## config.mk

```make
export PLATFORM = sky130hd
export DESIGN_NAME = led_sequencer
export DESIGN_NICKNAME = d
export VERILOG_FILES = /design/src/rtl/led_sequencer.sv
export SDC_FILE = /design/constraint.sdc
export NUM_CORES = 1
export LEC_CHECK = 0
export CORE_ASPECT_RATIO = 1.1
export CORE_MARGIN = 3
export CORE_UTILIZATION = 55
export CTS_CLUSTER_SIZE = 10
export DETAILED_ROUTE_END_ITERATION = 8
export HOLD_SLACK_MARGIN = 0.06
export PLACE_DENSITY = 0.86
export SETUP_SLACK_MARGIN = 0.1
export SYNTH_ARGS = -nofsm -noshare
export SYNTH_HDL_FRONTEND = slang
export SYNTH_SLANG_ARGS = --single-unit
```

## constraint.sdc

```tcl
create_clock -name CLK -period 3.33 [get_ports CLK]
set_clock_uncertainty 0.15 [all_clocks]
set_input_delay 0.666 -clock CLK [delete_from_list [all_inputs] [get_ports CLK]]
set_output_delay 0.666 -clock CLK [all_outputs]
set_load 0.01 [all_outputs]
```

## src/rtl/led_sequencer.sv

```systemverilog
// Bus-master LED animator: snoops a 4-byte config window, advances a 16-bit pattern on
// each animation tick and writes it to the LED peripheral as two byte cycles.
// Optional feature macro: LED_SEQ_BOUNCE_EN (builds the bounce mode for MODE 01).
module led_sequencer #(
  parameter logic [7:0]  CFG_BASE = 8'hD0,
  parameter logic [7:0]  LED_BASE = 8'hC0,
  parameter int unsigned PRESCALE = 100000
) (
  input  logic       CLK,
  input  logic       RESET,
  input  logic [7:0] BUS_ADDR,
  input  logic [7:0] BUS_DATA,
  input  logic       BUS_WE,
  input  logic       BUS_GNT,
  output logic       BUS_REQ,
  output logic [7:0] M_ADDR,
  output logic [7:0] M_DATA,
  output logic       M_WE
);

  localparam int unsigned   PW         = (PRESCALE > 1) ? $clog2(PRESCALE) : 1;
  localparam logic [PW-1:0] PRESC_LAST = PW'(PRESCALE - 1);

  typedef enum logic [2:0] {IDLE, WAIT, REQ, WR_LO, WR_HI} state_t;

  state_t        state, state_nxt;
  logic [3:0]    ctrl;
  logic [7:0]    period;
  logic [15:0]   pattern, pat_nxt;
  logic          dir, dir_nxt;
  logic [PW-1:0] presc;
  logic [7:0]    per_cnt;
  logic          pend;

  logic [7:0] cfg_off;
  logic       cfg_hit, wr_ctrl, wr_per, wr_plo, wr_phi;
  logic       en_now, tick, busy, service;

  assign cfg_off = BUS_ADDR - CFG_BASE;
  assign cfg_hit = BUS_WE && (cfg_off < 8'd4);
  assign wr_ctrl = cfg_hit && (cfg_off == 8'd0);
  assign wr_per  = cfg_hit && (cfg_off == 8'd1);
  assign wr_plo  = cfg_hit && (cfg_off == 8'd2);
  assign wr_phi  = cfg_hit && (cfg_off == 8'd3);

  // The FSM reacts to an in-flight CTRL write so clearing EN drops BUS_REQ on the next edge.
  assign en_now  = wr_ctrl ? BUS_DATA[0] : ctrl[0];
  assign tick    = ctrl[0] && (presc == PRESC_LAST) && (per_cnt == period);
  assign busy    = (state == REQ) || (state == WR_LO) || (state == WR_HI);
  assign service = (state == WAIT) && en_now && (tick || pend);

  // NOTE: every combinational output gets a default first so no path infers a latch.
  always_comb begin
    pat_nxt = pattern;
    dir_nxt = dir;
    case (ctrl[3:2])
      2'b10: pat_nxt = dir ? pattern - 16'd1 : pattern + 16'd1;
`ifdef LED_SEQ_BOUNCE_EN
      2'b01: begin
        if (!dir) begin
          if (pattern[15]) begin
            dir_nxt = 1'b1;
            pat_nxt = pattern >> 1;
          end else begin
            pat_nxt = pattern << 1;
          end
        end else begin
          if (pattern[0]) begin
            dir_nxt = 1'b0;
            pat_nxt = pattern << 1;
          end else begin
            pat_nxt = pattern >> 1;
          end
        end
      end
`endif
      default: pat_nxt = dir ? {pattern[0], pattern[15:1]} : {pattern[14:0], pattern[15]};
    endcase
  end

  // NOTE: sequential state uses non-blocking assignments so every register samples pre-edge values.
  always_ff @(posedge CLK) begin
    if (RESET) begin
      ctrl    <= '0;
      period  <= '0;
      pattern <= 16'h0001;
      dir     <= 1'b0;
      presc   <= '0;
      per_cnt <= '0;
      pend    <= 1'b0;
    end else begin
      if (!ctrl[0]) begin
        presc   <= '0;
        per_cnt <= '0;
      end else if (presc == PRESC_LAST) begin
        presc   <= '0;
        per_cnt <= (per_cnt == period) ? 8'd0 : per_cnt + 8'd1;
      end else begin
        presc   <= presc + PW'(1);
      end

      if (!en_now || service)  pend <= 1'b0;
      else if (tick && busy)   pend <= 1'b1;

      // Later assignments override the advance: CPU writes win over a coincident tick.
      if (service && !(wr_plo || wr_phi)) begin
        pattern <= pat_nxt;
        dir     <= dir_nxt;
      end
      if (wr_ctrl) begin
        ctrl <= BUS_DATA[3:0];
        dir  <= BUS_DATA[1];
      end
      if (wr_per) period        <= BUS_DATA;
      if (wr_plo) pattern[7:0]  <= BUS_DATA;
      if (wr_phi) pattern[15:8] <= BUS_DATA;
    end
  end

  always_ff @(posedge CLK) begin
    if (RESET) state <= IDLE;
    else       state <= state_nxt;
  end

  always_comb begin
    state_nxt = state;
    case (state)
      IDLE:  if (en_now) state_nxt = REQ;
      WAIT:  if (!en_now) state_nxt = IDLE;
             else if (tick || pend) state_nxt = REQ;
      REQ:   if (!en_now) state_nxt = IDLE;
             else if (BUS_GNT) state_nxt = WR_LO;
      WR_LO: state_nxt = BUS_GNT ? WR_HI : REQ;
      WR_HI: if (!BUS_GNT) state_nxt = REQ;
             else if (!en_now) state_nxt = IDLE;
             else state_nxt = WAIT;
      default: state_nxt = IDLE;
    endcase
  end

  // A lost grant during a data phase suppresses the strobe; the FSM re-requests.
  always_comb begin
    BUS_REQ = busy;
    M_WE    = 1'b0;
    M_ADDR  = 8'h00;
    M_DATA  = 8'h00;
    case (state)
      WR_LO: if (BUS_GNT) begin
        M_WE   = 1'b1;
        M_ADDR = LED_BASE;
        M_DATA = pattern[7:0];
      end
      WR_HI: if (BUS_GNT) begin
        M_WE   = 1'b1;
        M_ADDR = LED_BASE + 8'd1;
        M_DATA = pattern[15:8];
      end
      default: ;
    endcase
  end

endmodule

```

## Yosys cells after proc, flatten, opt, wreduce, memory -nomap -nowiden

Index checks and enable logic that the tools add are counted.

| word-level totals | value |
|---|---|
| bits in registers | 58 |
| output and inout port bits | 18 |
| logic and storage cells | 81 |

| cells by class | value |
|---|---|
| $add $sub $neg | 5 |
| order comparisons | 1 |
| equality and inequality tests | 13 |
| muxes and demuxes | 25 |
| bitwise operators | 1 |
| reduce and logical (&&, ||, !) cells | 27 |

Operators by type and width:

| kind | count |
|---|---|
| $mux 16 | 4 |
| $mux 8 | 7 |
| $pmux 8 s2 | 2 |
| $mux 3 | 6 |
| $add 17x1->17 const B | 1 |
| $eq 17x17->1 const B | 1 |
| $add 16x1->16 const B | 1 |
| $eq 8x2->1 const B | 2 |
| $sub 16x1->16 const B | 1 |
| $pmux 3 s5 | 1 |
| $logic_and 1x1->1 | 11 |
| $add 8x1->8 const B | 1 |
| $eq 8x1->1 const B | 1 |
| $eq 8x8->1 | 1 |
| $logic_not 8->1 | 1 |
| $lt 8x3->1 const B | 1 |
| $sub 8x8->8 const B | 1 |
| $eq 3x2->1 const B | 2 |
| $reduce_or 2->1 | 3 |
| $logic_or 1x1->1 | 5 |
| $mux 1 | 4 |
| $reduce_bool 2->1 | 2 |
| $eq 3x1->1 const B | 1 |
| $eq 3x3->1 const B | 1 |
| other kinds (10) | 11 |

## Logic depth before layout (Yosys ltp)

| logic depth | value |
|---|---|
| word-level depth | 10 |
| gate-level depth with buffers | 10 |
| mapped depth without buffers | 9 |

## Least setup slack after synthesis

OpenSTA, ideal clock, no wires.

| path | value |
|---|---|
| kind | register to register |
| from | reg, netlist name ctrl[1] |
| to | reg pattern[14] |
| setup time | 0.134 ns |
| arrival time | 2.611 ns |
| data required time | 3.046 ns |
| path slack | 0.436 ns |
| cell stages (with the launch flop) | 11 |
| clock period less this slack | 2.894 ns |
| path through | dfxtp_1 > buf_1 > inv_1 > fa_1 > nor2b_1 > o2111a_1 > o31a_1 > a2111oi_1 > xnor2_1 > a211oi_1 > a211oi_1 |

RTL lines:

| item | RTL line | source |
|---|---|---|
| to (signal assigned) | 107 | `pattern <= pat_nxt;` |
| to (decl) | 29 | `logic [15:0] pattern, pat_nxt;` |

## Worst setup path after layout

| path | value |
|---|---|
| from | in BUS_GNT |
| to | out M_DATA[2] |

| on the way | value |
|---|---|
| cells in the longest elaborated chain, start to end | 2 |

RTL lines:

| item | RTL line | source |
|---|---|---|
| from (decl) | 14 | `input logic BUS_GNT,` |
| $mux 8, on equally long branches | 153, 148 |  |
| $pmux 8 s2 * | 147 | `case (state)` |
| to (decl) | 17 | `output logic [7:0] M_DATA,` |

Mark *: on every way between the ends. The rest lies on a longest branch, timed or not.

==> results.py <==
metrics = {
    "status": {
        "status": "finished, final reports clean",
    },
    "pwr": {
        "intPower_w": 0.001072,
        "p_leak_nw": 1.779,
        "powerDensity_nw_per_um2": 315.6,
        "peakVddDrop_mv": 0.2340,
        "seqPwrFrac_pct": 49.7,
        "pwr-share-clk_pct": 46.4,
        "power.switching_w": 0.0003035,
        "swShare_pct": 22.06,
        "combPwrFrac_pct": 3.9,
    },
    "die": {
        "rows": 31,
        "start_util_pct": 56.84,
        "floorplan.die_area_um2": 7885,
        "core_um2": 6633,
        "die_h_um": 92.83,
        "ios": 38,
        "die_x_um": 84.94,
    },
    "timing": {
        "worst_slack_ns": 0.2290,
        "period_share_pct": 93.12,
        "maxSlewViolCount": 0,
        "min_period_ns": 3.101,
        "grt_setup_unrepaired": "no",
        "finalSetupViolCount": 0,
        "fmax_mhz": 322.5,
        "setup_tns_ns": 0,
        "max_slew_margin_pct": 23.03,
        "worst_hold_slack_ns": 0.3379,
        "tightest_slew_ns": 1.149,
        "hold_viol": 0,
    },
    "critical_path": {
        "crit_start": "BUS_GNT",
        "cp_cell_sequence": "clkdlybuf4s50_1, and3_1, buf_4, a22o_1, clkdlybuf4s50_1",
        "crit_arrival_ns": 2.29,
        "reg2reg_from": "ctrl[1]$_SDFFE_PP0P_",
        "endpoint_kind": "output port",
        "crit_family": "buffers and inverters",
        "worstSetupPathType": "in2out",
        "crit_slowest_cell": "clkdlybuf4s50_1",
        "cp.required_ns": 2.51,
        "cp-start-kind": "input pin",
        "max_stage_delay_ns": 0.54,
        "cp_common_cell": "clkdlybuf4s50_1",
        "worstPathMaxFanout": 8,
        "cp_num_buf_inv": 3,
    },
    "logic_synthesis": {
        "synth_xor_area_share_pct": 9.293,
        "synthAdderAreaFrac_pct": 6.107,
        "ys_seq_area_share_pct": 30.27,
        "synth-edff-count": 0,
        "synth_compound_area_share_pct": 20.15,
        "yosys-top-cells-area": "dfxtp_1, mux2i_1, nor2_1",
        "yosys-top-cells-count": "nor2_1, dfxtp_1, nand2_1",
        "synthArstFlopShare_pct": 0,
        "synth_top_family_by_area": "simple AND/OR/NAND/NOR gates",
        "yosysWarnings": 0,
        "syn_area_um2": 3770,
        "synth-seq-cells": 57,
        "synth.most_common_cell": "nor2_1",
        "synthSimpleGateAreaFrac_pct": 23.03,
        "syn_inst": 452,
        "netlist.area_leader.share_pct": 30.27,
        "muxShareOfSynthArea_pct": 6.638,
        "synthDistinctLibCells": 61,
        "synth_area_per_cell_um2": 8.340,
        "yosys.area.top_type": "dfxtp_1",
        "ys.flop_type": "dfxtp_1",
    },
    "detailed_routing": {
        "met3_length_um": 567,
        "drt_iter0_drc": 263,
        "wl_met2_um": 4729,
        "top_layer_used": "met4",
        "wl_um": 9678,
        "drc": 0,
        "wl_met1_um": 4039,
        "viasPerCell": 6.182,
        "drtAntennaViolNets": 0,
        "dr.pass1.iters": 4,
        "via_count": 3536,
        "wl_per_cell_um": 16.92,
    },
    "placement": {
        "dp_hpwl_um": 7024,
        "io_buffers": 32,
        "gp_congestion": 0.9455,
        "dpl_worst_slack_ns": 0.2244,
    },
    "global_routing": {
        "track_usage_pct": 25.48,
        "antenna_found_initial": 0,
        "grt_pass1_wl_um": 16190,
        "grt_max_degree": 30,
        "grt_pass1_vias": 3425,
        "grt-ovfl-total": 0,
    },
    "clock_network": {
        "clock_path_buffers": 2,
        "htree_levels": 3,
        "post_cts_buffers": 0,
        "cts_hold_buf": 0,
        "clk_latency_ns": 0.34,
        "cts_buffers": 9,
        "cts.sinks": 57,
        "cts_root_buffer": "clkbuf_8",
        "cts_resized": 0,
        "path_clk_slew_ns": 0.06,
        "cts_tree": "yes",
    },
    "final_layout": {
        "drive_above_1_share_pct": 7.347,
        "area_growth_syn_to_layout_pct": 15.60,
        "diodes": 0,
        "fillCellCount": 515,
        "nets": 522,
    },
    "job": {
        "drv_cap": 0,
    },
    "min_path": {
        "min_from": "presc[0]$_SDFF_PP0_",
        "hold_path.class": "reg2reg",
    },
}
-- flip-flops by register name, summed over array words and instances, names as in the netlist --
signal   flops
presc       17
period       8
ctrl         4
pend         1
state        3
per_cnt      8
pattern     16
-- placed cells by master, fill, tap and decap left out, types with 10 or more instances in the layout --
cell type	Yosys	final
a21oi_1	31	31
and3_1	10	10
buf_4	7	11
clkbuf_8	0	10
clkdlybuf4s50_1	0	32
dfxtp_1	57	57
ha_1	16	16
inv_1	10	10
mux2i_1	25	25
nand2_1	35	35
nand3_1	13	13
nor2_1	63	63
nor3_1	10	10
xnor2_1	19	19
xor2_1	21	21
-- metrics by stage --
step | power (W) | instances | area [um2] | util, %
floorplan | 0.0007208 | 456 | 3785 | -
finish | 0.001376 | 572 | 4358 | 65.70
global placement | 0.0007517 | 556 | 4161 | 62.74
CTS | 0.001380 | 572 | 4358 | 65.70
detailed placement | 0.0007522 | 556 | 4161 | 62.74
global route | 0.001412 | 572 | 4358 | 65.70
-- power by group through the flow --
stage | Clock [W] | Combinational [W] | Sequential, W
final | 0.000638 | 0.0000542 | 0.000683
after global routing | 0.000672 | 0.0000576 | 0.000683
after CTS | 0.000643 | 0.0000541 | 0.000683
after detailed placement | 0 | 0.0000538 | 0.000698
after global placement | 0 | 0.0000533 | 0.000698
after floorplan | 0 | 0.0000226 | 0.000698
-- final timing paths --
path | cells past startpoint | endpoint | slack [ns]
worst max-delay path | 5 | M_DATA[2] | 0.23
worst max register to register | 8 | pattern[15]$_SDFFE_PP0P_ | 0.37
worst min-delay path | 1 | presc[0]$_SDFF_PP0_ | 0.34
worst min register to register | 1 | presc[0]$_SDFF_PP0_ | 0.34
-- kinds of logic (layout without fill, tap and decap cells) --
group	after synthesis	after routing
AND/OR/NAND/NOR	173	173
flip-flops	57	57
adder cells (fa/ha/maj)	18	18
XOR/XNOR	40	40
buffers and inverters	35	69
other	1	5
multiplexers	25	25
AO/OA/AOI/OAI	103	103
-- per-layer routing --
metal / vias to the layer above / global-route usage, %
li1: 1688 / -
met1: 1681 / 31.21
met2: 136 / 42.36
met3: 31 / 4.181
met4: 0 / 13.98
met5: - / 0
-- layout make-up --
cell class	count	area, um2	share of cell area, %
Sequential cell	57	1141	26.18
Multi-Input combinational cell	364	2477	56.85
Timing Repair Buffer	43	402.9	9.245
Clock inverter	5	55.05	1.263
Clock buffer	11	141.4	3.244
Inverter	10	37.54	0.8613
Tap cell	82	102.6	2.354
Note: power is estimated with default switching activity, not from simulation.
==> variant: new RTL, same flow settings <==
Re-encode `state_t` (5 states) as one-hot, 5 bits wide.
--- a/src/rtl/led_sequencer.sv
+++ b/src/rtl/led_sequencer.sv
@@ -23,3 +23,3 @@
 
-  typedef enum logic [2:0] {IDLE, WAIT, REQ, WR_LO, WR_HI} state_t;
+  typedef enum logic [4:0] {IDLE = 5'b00001, WAIT = 5'b00010, REQ = 5'b00100, WR_LO = 5'b01000, WR_HI = 5'b10000} state_t;
 
Function: no difference found for any inputs over 10 cycles, from zero or initial values and one cycle with RESET high; not proved beyond that.
==> variant against the unedited design <==
Synthesized cell count is 7.5% higher; wire length grew 6.8%; total power rose by 6.0%; maximum frequency is 1.6% higher; die area rose by 3.5%; non-clock buffer count is 8 higher; clock power is 5.8% higher; via count grew 7.4%; worst setup slack better by 0.050 ns; critical path depth is 2 higher; sequential cell count up 2; synthesized area is 3.8% higher; global-route usage up 0.34 points; design area increased by 5.5%; critical path type unchanged; largest cell class unchanged.
==> variant: results (changes against the unedited design) <==
Global routing
The global routing met3 resource utilization came to 5.58% (was 4.18%). The first-pass GRT wire length is 16800 um (was 16200 um). The number of global-route vias before repair is 3690 (was 3425). The combined global-route utilization of all metal layers is 25.8% (was 25.5%).

The global-route met2 utilization is 44.5% (was 42.4%). The met1 routing resource usage after global routing is 29.7% (was 31.2%). The largest net degree at the start of global routing is 36 (was 30).

Power and ir drop
The switching power came to 0.366 mW (was 0.303 mW). The leakage power of the design was 1.81 nW (was 1.78 nW).

Logic synthesis
The area share of fa/ha/maj cells after synthesis is 5.63% (was 6.11%). The sequential-to-total area share from yosys stat is 30.2% (was 30.3%). The count of unique library cells instantiated by Yosys came to 62 (was 61). Most instantiated cells after synthesis: nor2_1 (65), dfxtp_1 (59), nand2_1 (44) (was nor2_1 (63), dfxtp_1 (57), nand2_1 (35)). The area fraction in compound gates after synthesis was 18.1% (was 20.1%). The count of mapped cells out of synthesis is 486 (was 452).

The post-synthesis share of cell area spent on xor and xnor gates is 8.29% (was 9.29%). The mux share of post-synthesis cell area was 7.20% (was 6.64%). The async set-reset flop share out of synthesis was 0% (unchanged).

Top post-synthesis cells by area: dfxtp_1 (30%), mux2i_1 (6.9%), nor2_1 (6.2%) (was dfxtp_1 (30%), mux2i_1 (6.6%), nor2_1 (6.3%)).

Detailed routing
The met1 layer wirelength in the final routing was 4250 um (was 4040 um). The DRC marker count from the first detailed-route iteration is 253 (was 263). The average wire length per cell after detail routing is 17.0 um (was 16.9 um). The detailed-routed wire length on met2 is 5000 um (was 4730 um). The via density per instance is 6.24 (was 6.18). The number of detailed-routing iterations run before antenna repair is 5 (was 4). The routed wire length is 10300 um (was 9680 um).

The length of routed met3 wiring was 685 um (was 567 um).

Place
The placed wire-length estimate after detailed placement is 7350 um (was 7020 um). The post-detailed-placement cell area is 4330 um2 (was 4160 um2). The post-placement cell count is 589 (was 556). The final RePlAce weighted congestion is 0.900 (was 0.946). The pre-CTS setup slack came to -0.102 ns (was 0.224 ns).

Timing
The tightest hold margin came to 0.313 ns (was 0.338 ns). The fmax is 328 MHz (was 322 MHz). The tightest slew margin relative to the limit is 45.8% (was 23.0%).

Critical path
The length in cells of the worst reg-to-reg path is 9 (was 8). The critical path data arrival time is 2.24 ns (was 2.29 ns). The maximum net fanout on the critical path came to 6 (was 8).

Finish
The fill cell total of the finished layout came to 542 (was 515). The ratio of cells with drive above 1 in the final layout is 10.2% (was 7.35%). The count of nets after finishing is 559 (was 522). The combined area of the multi-input logic cells is 2580 um2 (was 2480 um2).

Run status
Result of the run: finished, final reports clean (unchanged).
==> variant: cell types whose count changed after synthesis, moves of 5 or more <==
cell	change
clkbuf_1	+5
o21ai_0	+19
nand2_1	+9
a311oi_1	+6
nor3b_1	+5
a21oi_1	-8
==> variant: repair_timing <==
| item | CTS | global route |
|---|---|---|
| resized for setup | 7 | 2 |
| hold endpoints to repair | 0 | 0 |
| gates cloned | 1 | 0 |
| setup buffers | 2 | 1 |
| endpoints found under the setup margin | 11 | 4 |
| pin swaps | 0 | 1 |
==> variant: critical path, stage by stage <==
cell and delay, ns:
dlygate4sd2_1 0.27, nand2_2 0.10, nor4b_4 0.30, buf_4 0.21, nand2_1 0.05, o21ai_0 0.08
clkdlybuf4s50_1 0.56
==> variant: final timing paths <==
kind                                from          end
worst min register to register  presc[0]     presc[0]
worst min-delay path            presc[0]     presc[0]
worst max register to register   ctrl[1]  pattern[13]
worst max-delay path             BUS_GNT    M_DATA[0]
==> variant: layout make-up <==
class | instances | share of cell area (%)
sequential | 59 | 25.7
timing repair buffer | 51 | 10.6
clock inverter | 7 | 1.69
clock buffer | 9 | 2.69
tap | 82 | 2.23
multi-input combinational | 390 | 56.2
inverter | 11 | 0.898
==> variant: kinds of logic after synthesis <==
logic type,Yosys count
simple gates,199
mux,28
flops,59
compound gates,104
buf+inv,41
xor+xnor,37
other cells,1
fa+ha+maj,17
==> variant: power groups by stage <==
stage               Combinational [mW]  Sequential, mW  Clock [mW]
floorplan                       0.0342           0.728           0
global placement                0.0662           0.729           0
detailed placement              0.0668           0.729           0
CTS                             0.0678           0.714       0.682
global route                    0.0737           0.714       0.708
finish                          0.0693           0.714       0.675
